<file path="config.mk">
export PLATFORM = sky130hd
export DESIGN_NAME = lvds_ddr_tx_serializer
export DESIGN_NICKNAME = d
export VERILOG_FILES = /design/src/rtl/lvds_tx_pkg.sv /design/src/rtl/lvds_ddr_tx_serializer.sv
export SDC_FILE = /design/constraint.sdc
export NUM_CORES = 1
export LEC_CHECK = 0
export ABC_CLOCK_PERIOD_IN_PS = 2100
export BUFFER_PORTS_ARGS = -buffer_cell sky130_fd_sc_hd__buf_4
export CAP_MARGIN = 10
export CORE_ASPECT_RATIO = 1.1
export CORE_MARGIN = 8
export CORE_UTILIZATION = 49
export DETAILED_ROUTE_END_ITERATION = 7
export PLACE_DENSITY_LB_ADDON = 0.08
export SYNTH_ARGS = -nofsm -noshare
export SYNTH_HDL_FRONTEND = slang
export SYNTH_SLANG_ARGS = --single-unit
</file>
<file path="constraint.sdc">
create_clock -name clk -period 2.1 [get_ports clk]
set_input_delay 0.21 -clock clk [delete_from_list [all_inputs] [get_ports clk]]
set_output_delay 0.21 -clock clk [all_outputs]
set_load 0.01 [all_outputs]
</file>
<file path="src/rtl/lvds_tx_pkg.sv">
// -----------------------------------------------------------------------------
// lvds_tx_pkg
// Shared definitions for the LVDS DDR link: serializer state encoding, default
// word geometry and the idle/training word. The receive-side deserializer and
// aligner import the same package so both ends agree on the idle pattern.
// No ports (package).
// -----------------------------------------------------------------------------
package lvds_tx_pkg;

  // Link states: pad undriven, training preamble, live data.
  typedef enum logic [1:0] {
    ST_OFF   = 2'd0,
    ST_TRAIN = 2'd1,
    ST_RUN   = 2'd2
  } lvds_tx_state_e;

  localparam int unsigned LVDS_WORD_W       = 10;
  localparam logic [9:0]  LVDS_IDLE_PATTERN = 10'h0F8;
  localparam int unsigned LVDS_TRAIN_WORDS  = 16;

  // Two bits leave per clock (one per edge), so a word spans WORD_W/2 cycles.
  function automatic int unsigned lvds_beats_per_word(input int unsigned word_w);
    return word_w / 2;
  endfunction

endpackage

</file>
<file path="src/rtl/lvds_ddr_tx_serializer.sv">
// -----------------------------------------------------------------------------
// lvds_ddr_tx_serializer
// Turns a valid/ready stream of parallel words into 2-bit-per-clock DDR beats
// for the D_OUT_0/D_OUT_1/OUTPUT_ENABLE pins of an IO_DS (SB_LVDS_OUTPUT) pad.
// After every enable a preamble of TRAIN_WORDS idle words is sent; in RUN an
// idle word is substituted whenever no data word is offered at a boundary.
// Runs in the pad's OUTPUT_CLK domain.
//
// Ports
//   clk            in   DDR output clock (same net as pad OUTPUT_CLK)
//   resetn         in   synchronous active-low reset
//   tx_enable      in   level request to run the link
//   s_data         in   word to send, bit 0 first
//   s_valid        in   s_data valid
//   s_ready        out  word accepted on an edge with s_valid && s_ready
//   d_out_0        out  rising-edge bit (even bit index)
//   d_out_1        out  falling-edge bit (odd bit index)
//   output_enable  out  pad driver enable, 1 = drive
//   underrun       out  1-cycle pulse when an idle word replaces data in RUN
// -----------------------------------------------------------------------------
module lvds_ddr_tx_serializer
  import lvds_tx_pkg::*;
#(
  parameter int unsigned       WORD_W       = LVDS_WORD_W,
  parameter logic [WORD_W-1:0] IDLE_PATTERN = WORD_W'(LVDS_IDLE_PATTERN),
  parameter int unsigned       TRAIN_WORDS  = LVDS_TRAIN_WORDS
) (
  input  logic              clk,
  input  logic              resetn,
  input  logic              tx_enable,
  input  logic [WORD_W-1:0] s_data,
  input  logic              s_valid,
  output logic              s_ready,
  output logic              d_out_0,
  output logic              d_out_1,
  output logic              output_enable,
  output logic              underrun
);

  localparam int unsigned BEATS = lvds_beats_per_word(WORD_W);
  localparam int unsigned BEAT_W = $clog2(BEATS);
  localparam int unsigned CNT_W  = $clog2(TRAIN_WORDS + 1);
  localparam logic [BEAT_W-1:0] LAST    = BEAT_W'(BEATS - 1);
  localparam logic [CNT_W-1:0]  TW_LAST = CNT_W'(TRAIN_WORDS - 1);

  lvds_tx_state_e    r_state;
  logic [BEAT_W-1:0] r_beat;
  logic [CNT_W-1:0]  r_train_cnt;
  logic [WORD_W-1:0] r_shreg;
  logic              r_d0;
  logic              r_d1;
  logic              r_oe;
  logic              r_underrun;

  logic              w_boundary;
  logic              w_last_train;
  logic              w_data_slot;
  logic              w_load;
  logic              w_idle_sub;
  logic [WORD_W-1:0] w_word;

  // A data slot is a word boundary where the next word may carry payload:
  // any RUN boundary, or the boundary that closes the final training word.
  always_comb begin
    w_boundary   = (r_beat == LAST);
    w_last_train = (r_train_cnt == TW_LAST);
    w_data_slot  = w_boundary &&
                   ((r_state == ST_RUN) || ((r_state == ST_TRAIN) && w_last_train));
    w_load       = 1'b0;
    w_idle_sub   = 1'b0;
    w_word       = IDLE_PATTERN;
    case (r_state)
      ST_OFF: w_load = tx_enable;
      ST_TRAIN, ST_RUN: begin
        // A low tx_enable at a boundary shuts the link instead of loading.
        if (w_boundary && tx_enable) begin
          w_load = 1'b1;
          if (w_data_slot) begin
            if (s_valid) begin
              w_word = s_data;
            end else begin
              w_idle_sub = 1'b1;
            end
          end
        end
      end
      default: w_load = 1'b0;
    endcase
  end

  assign s_ready = tx_enable && w_data_slot;

  always_ff @(posedge clk) begin
    if (!resetn) begin
      r_state     <= ST_OFF;
      r_beat      <= LAST;
      r_train_cnt <= '0;
      r_d0        <= 1'b0;
      r_d1        <= 1'b0;
      r_oe        <= 1'b0;
      r_underrun  <= 1'b0;
    end else begin
      r_underrun <= w_idle_sub;

      // Shifter: a load sends bits [1:0] straight out and parks the rest.
      if (w_load) begin
        r_d0    <= w_word[0];
        r_d1    <= w_word[1];
        r_shreg <= w_word >> 2;
        r_beat  <= '0;
      end else if ((r_state != ST_OFF) && !w_boundary) begin
        r_d0    <= r_shreg[0];
        r_d1    <= r_shreg[1];
        r_shreg <= r_shreg >> 2;
        r_beat  <= r_beat + BEAT_W'(1);
      end else begin
        // Idle in OFF, or the disable boundary: park the pad low.
        r_d0   <= 1'b0;
        r_d1   <= 1'b0;
        r_beat <= LAST;
      end

      case (r_state)
        ST_OFF: begin
          r_oe <= 1'b0;
          if (tx_enable) begin
            r_state     <= ST_TRAIN;
            r_train_cnt <= '0;
            r_oe        <= 1'b1;
          end
        end
        ST_TRAIN: begin
          if (w_boundary) begin
            if (!tx_enable) begin
              r_state <= ST_OFF;
              r_oe    <= 1'b0;
            end else if (w_last_train) begin
              r_state <= ST_RUN;
            end else begin
              r_train_cnt <= r_train_cnt + CNT_W'(1);
            end
          end
        end
        ST_RUN: begin
          if (w_boundary && !tx_enable) begin
            r_state <= ST_OFF;
            r_oe    <= 1'b0;
          end
        end
        default: begin
          r_state <= ST_OFF;
          r_oe    <= 1'b0;
        end
      endcase
    end
  end

  assign d_out_0       = r_d0;
  assign d_out_1       = r_d1;
  assign output_enable = r_oe;
  assign underrun      = r_underrun;

endmodule
</file>
; Yosys cells after proc, flatten, opt, wreduce, memory -nomap -nowiden
; Index checks and enable logic that the tools add are counted.
; W data, S select, Z words.
[op_classes]
addsub = 2
n_eq_ne = 11
n_mux = 31
bitwise_logic = 2
n_reduce_logical = 20
[op_table]
columns = cell, count
row1 = $mux W10, 4
row2 = $mux W5, 4
row3 = $mux W8, 2
row4 = $mux W1, 10
row5 = $mux W2, 5
row6 = $ne A2 B2 Y1 const B, 5
row7 = $pmux W5 S2, 1
row8 = $reduce_and A4 Y1, 2
row9 = $logic_and A1 B1 Y1, 6
row10 = $mux W3, 2
row11 = $pmux W2 S3, 1
row12 = $reduce_bool A2 Y1, 3
row13 = $add A5 B1 Y5 const B, 1
row14 = $eq A5 B4 Y1 const B, 1
row15 = $reduce_and A5 Y1, 1
row16 = $add A3 B1 Y3 const B, 1
row17 = $eq A3 B3 Y1 const B, 1
row18 = $ne A3 B3 Y1 const B, 1
row19 = $pmux W1 S3, 1
row20 = $reduce_and A3 Y1, 1
row21 = $reduce_or A3 Y1, 1
row22 = $eq A2 B1 Y1 const B, 1
row23 = $eq A2 B2 Y1 const B, 1
row24 = $logic_not A1 Y1, 2
row25 = other kinds (7), 8
[totals]
reg_bits = 22
input_bits = 14
output_inout_bits = 5
elab_cells = 75

; Longest topological paths before layout
; Gate-level depths: netlist of run 1.
[logic_depth]
depth_word = 8
depth_mapped = 7
ltp_nobuf = 7

; Least setup slack after synthesis of run 1
; Ideal clock, no wire load.
[synth_timing]
path_kind = register to register
from = register r_train_cnt[0]
to = register r_shreg[1] (data pin)
setup_ns = 0.256
t_arrival_ns = 1.901
required_time_ns = 1.844
slack_ns = -0.057
stages_incl_launch_ff = 8
path_buffers = 0
synth_period_minus_slack_ns = 2.157
cell_sequence = dfxtp_1 ha_1 and3_1 ha_1 a21oi_1 or3b_4 or3b_4 o22a_1
[synth_between]
elab_chain_len = 8
[synth_rtl]
columns = element, line_no
row1 = start: declaration, lvds_ddr_tx_serializer.sv:48  ; logic [CNT_W-1:0] r_train_cnt;
row2 = start signal: assignment, lvds_ddr_tx_serializer.sv:140  ; r_train_cnt <= r_train_cnt + CNT_W'(1);
row3 = $eq A5 B4 Y1, lvds_ddr_tx_serializer.sv:66  ; w_last_train = (r_train_cnt == TW_LAST);
row4 = $logic_and A1 B1 Y1, lvds_ddr_tx_serializer.sv:68  ; ((r_state == ST_RUN) || ((r_state == ST_TRAIN) && w_last_train));
row5 = $logic_or A1 B1 Y1, lvds_ddr_tx_serializer.sv:68
row6 = $logic_and A1 B1 Y1, lvds_ddr_tx_serializer.sv:67  ; w_data_slot = w_boundary &&
row7 = $mux W10, lvds_ddr_tx_serializer.sv:78  ; if (w_data_slot) begin
row8 = $mux W10, lvds_ddr_tx_serializer.sv:76  ; if (w_boundary && tx_enable) begin
row9 = $mux W10, lvds_ddr_tx_serializer.sv:72  ; case (r_state)
row10 = $mux W8, lvds_ddr_tx_serializer.sv:106  ; if (w_load) begin
row11 = end signal: assignment, lvds_ddr_tx_serializer.sv:109  ; r_shreg <= w_word >> 2;
row12 = end signal: assignment, lvds_ddr_tx_serializer.sv:114  ; r_shreg <= r_shreg >> 2;
row13 = end: declaration, lvds_ddr_tx_serializer.sv:49  ; logic [WORD_W-1:0] r_shreg;
; No other way between the ends.
; A chain may end at the register's enable or synchronous reset.

; Worst setup path in the final report of run 1
; Same ends and word-level chain as after synthesis.

==> out/qor.csv, run 1 <==
stage,metric,value,unit
outcome,status,completed,
floorplan,# IOs,19,
pwr,Clk pwr share,17.0,%
final_layout,area growth from synthesis to layout,28.0,%
synthesis,Synth Area in Compound Gates,16.3,%
cts,htree depth,1,
synthesis,Synth top cells by count,"14 x dfxtp_1, 9 x ha_1, 8 x edfxtp_1, 8 x inv_1",
drt,Detail Route Antenna Nets,0,
worst_hold_path,hold path start,s_valid,
grt,global-route wire length before repair,3890,µm
drt,first-pass detailed-route iteration total,4,
sta,# setup viols final,0,
sta,skew final,3.55,ps
synthesis,Synth cell types,36,
sta,Final Cycle Share,99.9,%
floorplan,Core Region,0.00221,mm²
drt,DR WL/cell,14.7,µm
place,pre-CTS WS,-64.0,ps
worst_hold_path,Hold Path Cell Cnt,2,
synthesis,Syn Area/Cell,10.5,µm²
cts,clock latency on the worst-skew pair,310,ps
synthesis,Synth Warn #,0,
worst_setup_path,r2r startpoint,r_train_cnt[0],
floorplan,die area,0.00407,mm²
final_layout,share of cells above drive strength 1,33.1,%
worst_setup_path,startpoint types,flop,
cts,root buf cell,clkbuf_4,
cts,number of buffers created by CTS,3,
pwr,power density over the cells,969,mW/mm²
pwr,Reg power frac,43.1,%
worst_setup_path,crit end category,flop,
sta,actual slew at the worst max-slew pin,418,ps
pwr,Pwr Total,1.39,mW
synthesis,Synth area leader,dfxtp_1,
place,HPWL after DPL,1910,µm
synthesis,Post-synth EDFFs,8,
floorplan,die height,66.1,µm
synthesis,syn_nets,129,
synthesis,Synth async-reset ratio,0,%
final_layout,post-route cell area,0.00143,mm²
pwr,Comb pwr share,40.0,%
place,GPL Wtd Cong,0.768,
sta,Fin Hold WS,67.2,ps
sta,normalized max-slew margin,72.0,%
pwr,internal power,0.909,mW
worst_hold_path,Hold Path Sink,underrun,
synthesis,top post-synthesis cells by area,"dfxtp_1 25%, edfxtp_1 22%, ha_1 10%, o22a_1 3.9%, inv_1 2.7%",
synthesis,Synth Area in Simple Gates,22.1,%
synthesis,largest family of logic cells by synthesized area,simple AND/OR/NAND/NOR gates,
pwr,Lkg Pwr,0.601,nW
worst_setup_path,CP Class,reg -> reg,
sta,Pins Over Slew Limit,0,
cts,Clock Path Buffers,2,
cts,CTS tree,yes,
grt,Total GRT Usage,12.9,%
cts,Worst-path clk slew,120,ps
synthesis,"Primary FF master, synth",dfxtp_1,
worst_setup_path,CP Max Fanout,5,
final_layout,Post-Layout Cell Count,166,
pwr,total net switching power,0.477,mW
synthesis,mux cell area share after synthesis,0.896,%
synthesis,register area share after synthesis,46.6,%
grt,vias in the first global route,926,
grt,largest net degree at the start of global routing,21,
place,Placement Cell Area,0.00137,mm²
floorplan,Die Span X,61.5,µm
synthesis,Synth top area share,25.1,%
place,Port Buffer Count,18,
synthesis,Post-Synthesis Cells,106,
synthesis,post-synthesis instance area,0.00112,mm²
grt,grt total ovfl,0,
cts,Num Clock Sinks,22,
worst_setup_path,R2R Setup Slk,3,ps
grt,initial antenna violation count,0,
sta,unrepaired setup endpoints after global routing,true,
synthesis,xor and xnor area share after synthesis,0,%
final_layout,Nets,160,
drt,Starting DRT DRC Count,19,
worst_hold_path,hold crit path type,in -> reg,
floorplan,Site Rows,18,
synthesis,#FFs+latches synth,22,
drt,Vias per Instance,5.36,
drt,# DRC,0,
pwr,VDD IR max,848,µV
drt,vias after detailed routing,889,
sta,setup ws final,3.06,ps
worst_setup_path,r2r worst-path depth,7,
worst_setup_path,CP Data Required Time,2190,ps
synthesis,Synth Area in Adders,10.1,%
sta,Period minus WS final,2100,ps
run,maxcap violations,0,
floorplan,Initial Util,50.6,%
sta,Final Hold Fails,0,
place,Cells after DPL,161,
synthesis,"count leader, synth",dfxtp_1,
sta,fmax,0.477,GHz
worst_setup_path,Crit Reg-Reg Endpoint,r_shreg[1],
worst_setup_path,WP data arrival,2180,ps
final_layout,diode count,0,
pwr,Net Sw Frac,34.4,%
drt,final wirelength,2440,µm
==> per-stage QoR <==
stage,setup TNS [ps],util (%)
after floorplan,0,-
after global placement,-27.3,62.0
after detailed placement,-259,62.0
after CTS,-217,64.5
after global routing,-224,64.8
final,0,64.8
==> flip-flops by register name, summed over array words and instances (netlist names) <==
signal	flops
underrun	1
d_out_0	1
output_enable	1
r_train_cnt	5
d_out_1	1
r_beat	3
r_state	2
r_shreg	8
==> how the worst max path moves through the flow <==
stage,from,end,slack (ps),depth (start not counted)
after floorplan,r_train_cnt[1],r_shreg[1],20,7
after global placement,r_train_cnt[1],r_shreg[1],-7,7
after detailed placement,r_train_cnt[1],r_shreg[4],-60,7
after CTS,r_train_cnt[0],r_shreg[4],-60,7
after global routing,r_train_cnt[0],r_shreg[4],-50,7
final,r_train_cnt[0],r_shreg[1],3,7
==> cell usage in the layout, fill, tap and decap left out, types with 3 or more instances in the layout <==
cell type   n
nand2_1     4
ha_1        7
clkbuf_4    3
o21ai_0     3
and3_1      3
nor2_1      5
o22a_1      5
nand3_1     5
inv_1       8
dfxtp_1    12
nor2b_1     4
buf_4      29
edfxtp_1    8
and2_1      4
==> final cells by class <==
cell class	instances	area (µm²)
flip-flops and latches	22	523
clock buffers	4	36.3
inverters	8	30.0
fillers	204	777
repair buffers	29	218
well taps	30	37.5
multi-input cells	73	586
==> power by group through the flow <==
stage               clock [mW]  combinational (mW)  sequential (mW)
floorplan                    0               0.374            0.594
global placement             0               0.530            0.599
detailed placement           0               0.554            0.606
CTS                      0.242               0.559            0.598
global route             0.265               0.614            0.608
finish                   0.235               0.554            0.597
==> critical path: stages (launching register included) <==
cell     delay [ps]
dfxtp_2         370
ha_4            130
and3_4          190
ha_4            140
a21oi_2          60
or3b_4          370
or3b_4          410
o22a_1          210
==> routing by layer <==
layer | global-route usage [%] | share of wire, % | wire, µm | vias up
met5 | 0 | 0 | 0 | -
met2 | 23.1 | 52 | 1270 | 15
li1 | - | - | - | 454
met3 | 3.89 | 3.5 | 86 | 9
met4 | 9.12 | 3.6 | 89 | 0
met1 | 11.8 | 41 | 995 | 411
==> what timing repair did <==
action	CTS	global route
setup buffers	0	1
gates resized for setup	3	1
endpoints found under the setup margin	5	9
pin swaps	6	6
hold buffers	0	0
==> logic make-up (layout without fill, tap and decap cells) <==
logic type               after synthesis  count (layout)
adder cells (fa/ha/maj)                9               9
AO/OA/AOI/OAI                         24              24
multiplexers                           1               1
AND/OR/NAND/NOR                       39              39
buffers and inverters                 11              41
flip-flops                            22              22
Power figures use the tool's default switching activity.
==> inputs of run 2 (changes only) <==
--- a/config.mk
+++ b/config.mk
@@ -13,6 +13,7 @@
 export CORE_UTILIZATION = 49
 export DETAILED_ROUTE_END_ITERATION = 7
 export PLACE_DENSITY_LB_ADDON = 0.08
+export RECOVER_POWER = 50
 export SYNTH_ARGS = -nofsm -noshare
 export SYNTH_HDL_FRONTEND = slang
 export SYNTH_SLANG_ARGS = --single-unit
==> out/qor.csv, run 2 (synthesized netlist as in run 1, its figures left out) <==
stage,metric,value,unit,change
final_layout,"commonest non-fill, non-tap cell in the layout",buf_4,,
worst_setup_path,CP Max Fanout,5,,unchanged
drt,vias after detailed routing,888,,-0.11%
cts,htree depth,1,,unchanged
final_layout,biggest regs,"r_shreg: 8 flops, r_train_cnt: 5 flops, r_beat: 3 flops",,
final_layout,diode count,0,,unchanged
pwr,VDD IR max,838,µV,-1.2%
worst_setup_path,crit path from,r_train_cnt[0],,
place,HPWL after DPL,1910,µm,unchanged
worst_setup_path,r2r startpoint,r_train_cnt[0],,
worst_setup_path,CP Class,reg -> reg,,
final_layout,share of cells above drive strength 1,28.7,%,-4.4 points
grt,initial antenna violation count,0,,unchanged
pwr,Lkg Pwr,0.577,nW,-4.0%
sta,Final Hold Fails,0,,unchanged
worst_hold_path,hold path start,s_valid,,
final_layout,area growth from synthesis to layout,26.0,%,
outcome,status,completed,,
grt,grt total ovfl,0,,unchanged
drt,DR WL/cell,14.7,µm,about the same
sta,setup ws final,1.50,ps,-1.55 ps
worst_setup_path,startpoint types,flop,,
floorplan,Die Span X,61.5,µm,unchanged
grt,Total GRT Usage,12.9,%,unchanged
sta,Period minus WS final,2100,ps,+1.55 ps
floorplan,Initial Util,50.6,%,unchanged
final_layout,most frequent cells in the layout,"23 x buf_4, 12 x dfxtp_1, 8 x inv_1, 8 x edfxtp_1, 7 x ha_1",,
sta,actual slew at the worst max-slew pin,417,ps,-0.100 ps
cts,clock latency on the worst-skew pair,310,ps,about the same
final_layout,Nets,160,,unchanged
drt,# DRC,0,,unchanged
drt,Starting DRT DRC Count,13,,-6
cts,number of buffers created by CTS,3,,unchanged
worst_setup_path,WP data arrival,2180,ps,about the same
floorplan,die area,0.00407,mm²,unchanged
grt,vias in the first global route,926,,unchanged
cts,Num Clock Sinks,22,,unchanged
cts,CTS tree,yes,,
place,Cells after DPL,161,,unchanged
sta,skew final,2.60,ps,-0.947 ps
grt,global-route wire length before repair,3890,µm,unchanged
worst_hold_path,hold crit path type,in -> reg,,
floorplan,Core Region,0.00221,mm²,unchanged
sta,# setup viols final,0,,unchanged
cts,root buf cell,clkbuf_4,,
worst_setup_path,worst-path cell chain,"ha_4, and3_4, ha_4, a21oi_2, or3b_4, or3b_4, o22a_1",,
final_layout,Post-Layout Cell Count,166,,unchanged
grt,largest net degree at the start of global routing,21,,unchanged
cts,Worst-path clk slew,120,ps,about the same
final_layout,max FFs per register,8,,unchanged
floorplan,Site Rows,18,,unchanged
sta,Final Cycle Share,99.9,%,about the same
worst_setup_path,CP Data Required Time,2180,ps,about the same
sta,normalized max-slew margin,72.0,%,about the same
place,Port Buffer Count,18,,unchanged
drt,Vias per Instance,5.35,,-0.11%
drt,Detail Route Antenna Nets,0,,unchanged
worst_setup_path,crit end category,flop,,
floorplan,die height,66.1,µm,unchanged
final_layout,register name with the most flops,r_shreg,,
place,pre-CTS WS,-64.0,ps,unchanged
worst_setup_path,"Largest stage delay, worst path",410,ps,about the same
drt,final wirelength,2440,µm,about the same
worst_setup_path,Crit-path slowest cell,or3b_4,,
sta,Pins Over Slew Limit,0,,unchanged
pwr,Pwr Total,1.36,mW,-1.5%
drt,first-pass detailed-route iteration total,4,,unchanged
cts,Clock Path Buffers,2,,unchanged
sta,fmax,0.477,GHz,about the same
sta,Fin Hold WS,68.0,ps,+0.795 ps
sta,Setup TNS,0,ps,unchanged
pwr,power density over the cells,970,mW/mm²,about the same
sta,unrepaired setup endpoints after global routing,true,,
place,GPL Wtd Cong,0.768,,unchanged
run,maxcap violations,0,,unchanged
floorplan,# IOs,19,,unchanged
## run 2: repair_timing
| item | in CTS | in global routing |
|---|---|---|
| hold buffers | 0 | 0 |
| endpoints found under the hold margin | 0 | 0 |
| pin swaps | 6 | 6 |
| setup endpoints to repair | 5 | 9 |
| buffers inserted | 0 | 1 |
| resized for setup | 3 | 1 |
## run 2: report_power, final
group | switching (mW) | internal [mW] | total, mW
combinational | 0.294 | 0.240 | 0.533
clock | 0.129 | 0.106 | 0.235
sequential | 0.0537 | 0.543 | 0.597
## run 2: path summary, 6_finish.rpt
kind / slack [ps] / cells after the start / to
max: 2 / 7 / r_shreg[1]
min: 70 / 2 / underrun
min reg2reg: 480 / 2 / r_train_cnt[4]
max reg2reg: 2 / 7 / r_shreg[1]
## run 2: final cells by class
type                    instances  area (µm²)
fillers                       211         800
multi-input cells              73         586
flip-flops and latches         22         523
repair buffers                 29         195
well taps                      30        37.5
clock buffers                   4        36.3
inverters                       8        30.0
## run 2: worst max-delay path: cells and delay by family, from the launching register on
| kind | cells | cell delay (ps) |
|---|---|---|
| flops | 1 | 370 |
| compound gates | 2 | 270 |
| simple gates | 3 | 970 |
| fa+ha+maj | 2 | 270 |
## run 2: routing by layer
layer  track usage (%)  vias up  part of all wire (%)
li1                  -      454                     -
met1              11.8      410                    41
met2              23.1       15                    52
met3              3.89        9                   3.5
met4              9.12        0                   3.7
met5                 0        -                     0
## run 2: metrics by stage
| stage | utilization (%) | cell area [µm²] |
|---|---|---|
| after detailed placement | 62.0 | 1370 |
| after global routing | 63.8 | 1410 |
| after CTS | 64.5 | 1420 |
| final | 63.8 | 1410 |
| after global placement | 62.0 | 1370 |
| after floorplan | - | 1130 |
==> inputs of run 3 (changes only) <==
--- a/config.mk
+++ b/config.mk
@@ -5,12 +5,13 @@
 export SDC_FILE = /design/constraint.sdc
 export NUM_CORES = 1
 export LEC_CHECK = 0
+export ABC_AREA = 1
 export ABC_CLOCK_PERIOD_IN_PS = 2100
 export BUFFER_PORTS_ARGS = -buffer_cell sky130_fd_sc_hd__buf_4
 export CAP_MARGIN = 10
 export CORE_ASPECT_RATIO = 1.1
 export CORE_MARGIN = 8
-export CORE_UTILIZATION = 49
+export CORE_UTILIZATION = 50
 export DETAILED_ROUTE_END_ITERATION = 7
 export PLACE_DENSITY_LB_ADDON = 0.08
 export RECOVER_POWER = 50
==> out/qor.csv, run 3 <==
stage,metric,value,unit,change
outcome,status,completed,,
pwr,Reg power frac,37.7,%,-6.0 points
worst_hold_path,hold crit path type,in -> reg,,
floorplan,die area,0.00437,mm²,+7.4%
worst_setup_path,CP Max Fanout,4,,-1
final_layout,area growth from synthesis to layout,18.2,%,
sta,Final Hold Fails,0,,unchanged
sta,Setup TNS,0,ps,unchanged
cts,htree depth,1,,unchanged
place,HPWL after DPL,1890,µm,-1.1%
final_layout,FILL cells,227,,+7.6%
floorplan,die height,68.5,µm,+3.7%
final_layout,register name with the most flops,r_shreg,,
drt,Detail Route Antenna Nets,0,,unchanged
grt,GR peak layer,met2,,
sta,Final Cycle Share,94.8,%,-5.1 points
worst_setup_path,crit end category,output port,,
synthesis,post-synthesis instance area,0.00125,mm²,+12%
final_layout,most frequent cells in the layout,"43 x nand2_1, 30 x inv_1, 18 x buf_4, 16 x nor2_1, 12 x dfxtp_1",,
place,GPL Wtd Cong,0.830,,+8.0%
cts,clock latency on the worst-skew pair,310,ps,about the same
synthesis,Post-synth EDFFs,8,,unchanged
worst_setup_path,CP Data Required Time,1890,ps,-290 ps
pwr,VDD IR max,712,µV,-15%
grt,largest net degree at the start of global routing,14,,-33%
final_layout,share of cells above drive strength 1,17.0,%,-12 points
floorplan,Initial Util,51.2,%,+0.58 points
worst_setup_path,startpoint types,flop,,
drt,first-pass detailed-route iteration total,4,,unchanged
synthesis,"count leader, synth",nand2_1,,
cts,root buf cell,clkbuf_4,,
pwr,Net Sw Frac,39.9,%,+5.0 points
floorplan,Die Span X,63.7,µm,+3.6%
grt,met3 Use GR,3.07,%,-0.82 points
synthesis,Synth cell types,24,,-33%
grt,vias in the first global route,1042,,+13%
final_layout,biggest regs,"r_shreg: 8 flops, r_train_cnt: 5 flops, r_beat: 3 flops",,
sta,skew final,2.71,ps,+0.105 ps
pwr,Clk pwr share,19.3,%,+2.1 points
grt,Total GRT Usage,12.0,%,-0.92 points
synthesis,Synth Warn #,0,,unchanged
pwr,internal power,1.04,mW,+17%
sta,fmax,0.502,GHz,+5.4%
pwr,total net switching power,0.687,mW,+44%
sta,Period minus WS final,1990,ps,-108 ps
sta,# setup viols final,0,,unchanged
drt,Starting DRT DRC Count,34,,+21
synthesis,register area share after synthesis,41.5,%,-5.1 points
synthesis,Synth top cells by count,"41 x nand2_1, 30 x inv_1, 16 x nor2_1, 14 x dfxtp_1, 10 x a21oi_1",,
grt,global-route wire length before repair,4150,µm,+6.7%
floorplan,Core Region,0.00245,mm²,+11%
grt,grt total ovfl,0,,unchanged
cts,CTS tree,yes,,
sta,Pins Over Slew Limit,0,,unchanged
drt,Vias per Instance,4.83,,-9.8%
synthesis,Synth top area share,22.4,%,-2.7 points
pwr,Lkg Pwr,0.724,nW,+25%
synthesis,Synth async-reset ratio,0,%,unchanged
cts,number of buffers created by CTS,3,,unchanged
synthesis,top post-synthesis cells by area,"dfxtp_1 22%, edfxtp_1 19%, nand2_1 12%, ha_1 9.0%, inv_1 9.0%",,
final_layout,max FFs per register,8,,unchanged
cts,Clock Path Buffers,2,,unchanged
synthesis,Post-Synthesis Cells,162,,+53%
grt,met2 Usage GRT,23.1,%,about the same
drt,DR WL/cell,11.9,µm,-19%
floorplan,# IOs,19,,unchanged
pwr,Comb pwr share,43.0,%,+3.9 points
final_layout,diode count,0,,unchanged
drt,vias after detailed routing,1057,,+19%
place,Port Buffer Count,18,,unchanged
cts,Worst-path clk slew,130,ps,about the same
synthesis,#FFs+latches synth,22,,unchanged
grt,initial antenna violation count,0,,unchanged
synthesis,"Primary FF master, synth",dfxtp_1,,
drt,final wirelength,2610,µm,+6.9%
final_layout,Nets,212,,+33%
cts,Num Clock Sinks,22,,unchanged
grt,met1 usage,12.3,%,+0.50 points
sta,Fin Hold WS,64.8,ps,-3.16 ps
synthesis,syn_nets,185,,+43%
pwr,power density over the cells,1160,mW/mm²,+20%
sta,normalized max-slew margin,75.2,%,+3.2 points
floorplan,Site Rows,19,,+1
worst_setup_path,WP data arrival,1780,ps,-400 ps
synthesis,Syn Area/Cell,7.74,µm²,-27%
run,maxcap violations,0,,unchanged
drt,# DRC,0,,unchanged
worst_setup_path,CP Class,reg -> out,,
final_layout,"commonest non-fill, non-tap cell in the layout",nand2_1,,
sta,actual slew at the worst max-slew pin,372,ps,-45.8 ps
synthesis,Synth area leader,dfxtp_1,,
-- run 3: cell types whose count changed after synthesis, sizes merged, moves of 3 or more --
| cell | change |
|---|---|
| o22a | -5 |
| inv | +23 |
| a21oi | +8 |
| nand3 | +3 |
| and2 | -5 |
| and3 | -4 |
| nor2b | -4 |
| nand2 | +41 |
| nor2 | +12 |
| nand3b | +3 |
| nand4 | +5 |
-- run 3: timing repair --
action,in CTS,in global routing
endpoints found under the setup margin,0,1
buffers inserted,0,3
resized for setup,0,4
hold buffers,0,0
-- run 3: metrics by stage --
step                      instance area, µm²  instances  power (mW)  util [%]  setup WS (ps)
after floorplan                         1250        162        1.23         -            337
after global placement                  1440        212        1.42      58.6            331
after detailed placement                1440        212        1.44      58.6            280
after CTS                               1490        216        1.77      60.8           71.3
after global routing                    1480        219        1.87      60.5          -18.7
final                                   1480        219        1.72      60.5            109
-- run 3: critical path, cell delays in order (launching register included) --
cell     delay [ps]
dfxtp_2         390
ha_2            190
nand2_1          80
nor2_1          150
ha_2            230
nand2_4          60
nand2_1          60
nand2_1          70
nor2_1          120
buf_4           130
-- run 3: path summary, 6_finish.rpt --
path | cells past startpoint | endpoint | slack (ps) | startpoint
setup reg to reg | 10 | r_shreg[4] | 180 | r_train_cnt[1]
setup / recovery | 9 | s_ready | 110 | r_train_cnt[1]
hold reg to reg | 1 | r_beat[0] | 460 | r_beat[0]
hold / removal | 2 | underrun | 60 | s_valid
-- run 3: layout make-up --
cell class | instances | area, µm² | area share, %
repair buffers | 23 | 154 | 10.4
inverters | 31 | 116 | 7.85
clock inverters | 1 | 30.0 | 2.03
clock buffers | 3 | 22.5 | 1.52
multi-input cells | 108 | 597 | 40.3
flip-flops and latches | 22 | 523 | 35.3
well taps | 31 | 38.8 | 2.62
-- run 3: cell families (layout without fill, tap and decap cells) --
logic type / after synthesis / in the layout / synth area share [%]
simple gates: 82 / 82 / 31.3
compound gates: 16 / 16 / 7.59
flops: 22 / 22 / 41.5
buf+inv: 32 / 58 / 9.88
fa+ha+maj: 9 / 9 / 8.98
xor+xnor: 1 / 1 / 0.699
-- run 3: power groups by stage --
| stage | logic (mW) | registers (mW) | clock network [mW] |
|---|---|---|---|
| after detailed placement | 0.773 | 0.662 | 0 |
| after global routing | 0.852 | 0.660 | 0.356 |
| final | 0.741 | 0.649 | 0.333 |
| after global placement | 0.764 | 0.654 | 0 |
| after CTS | 0.780 | 0.651 | 0.338 |
| after floorplan | 0.576 | 0.653 | 0 |
-- run 3: layer usage --
metal	part of all wire [%]	routed length, µm
met1	46	1210
met2	49	1290
met3	3.4	88
met4	0.81	21
met5	0	0
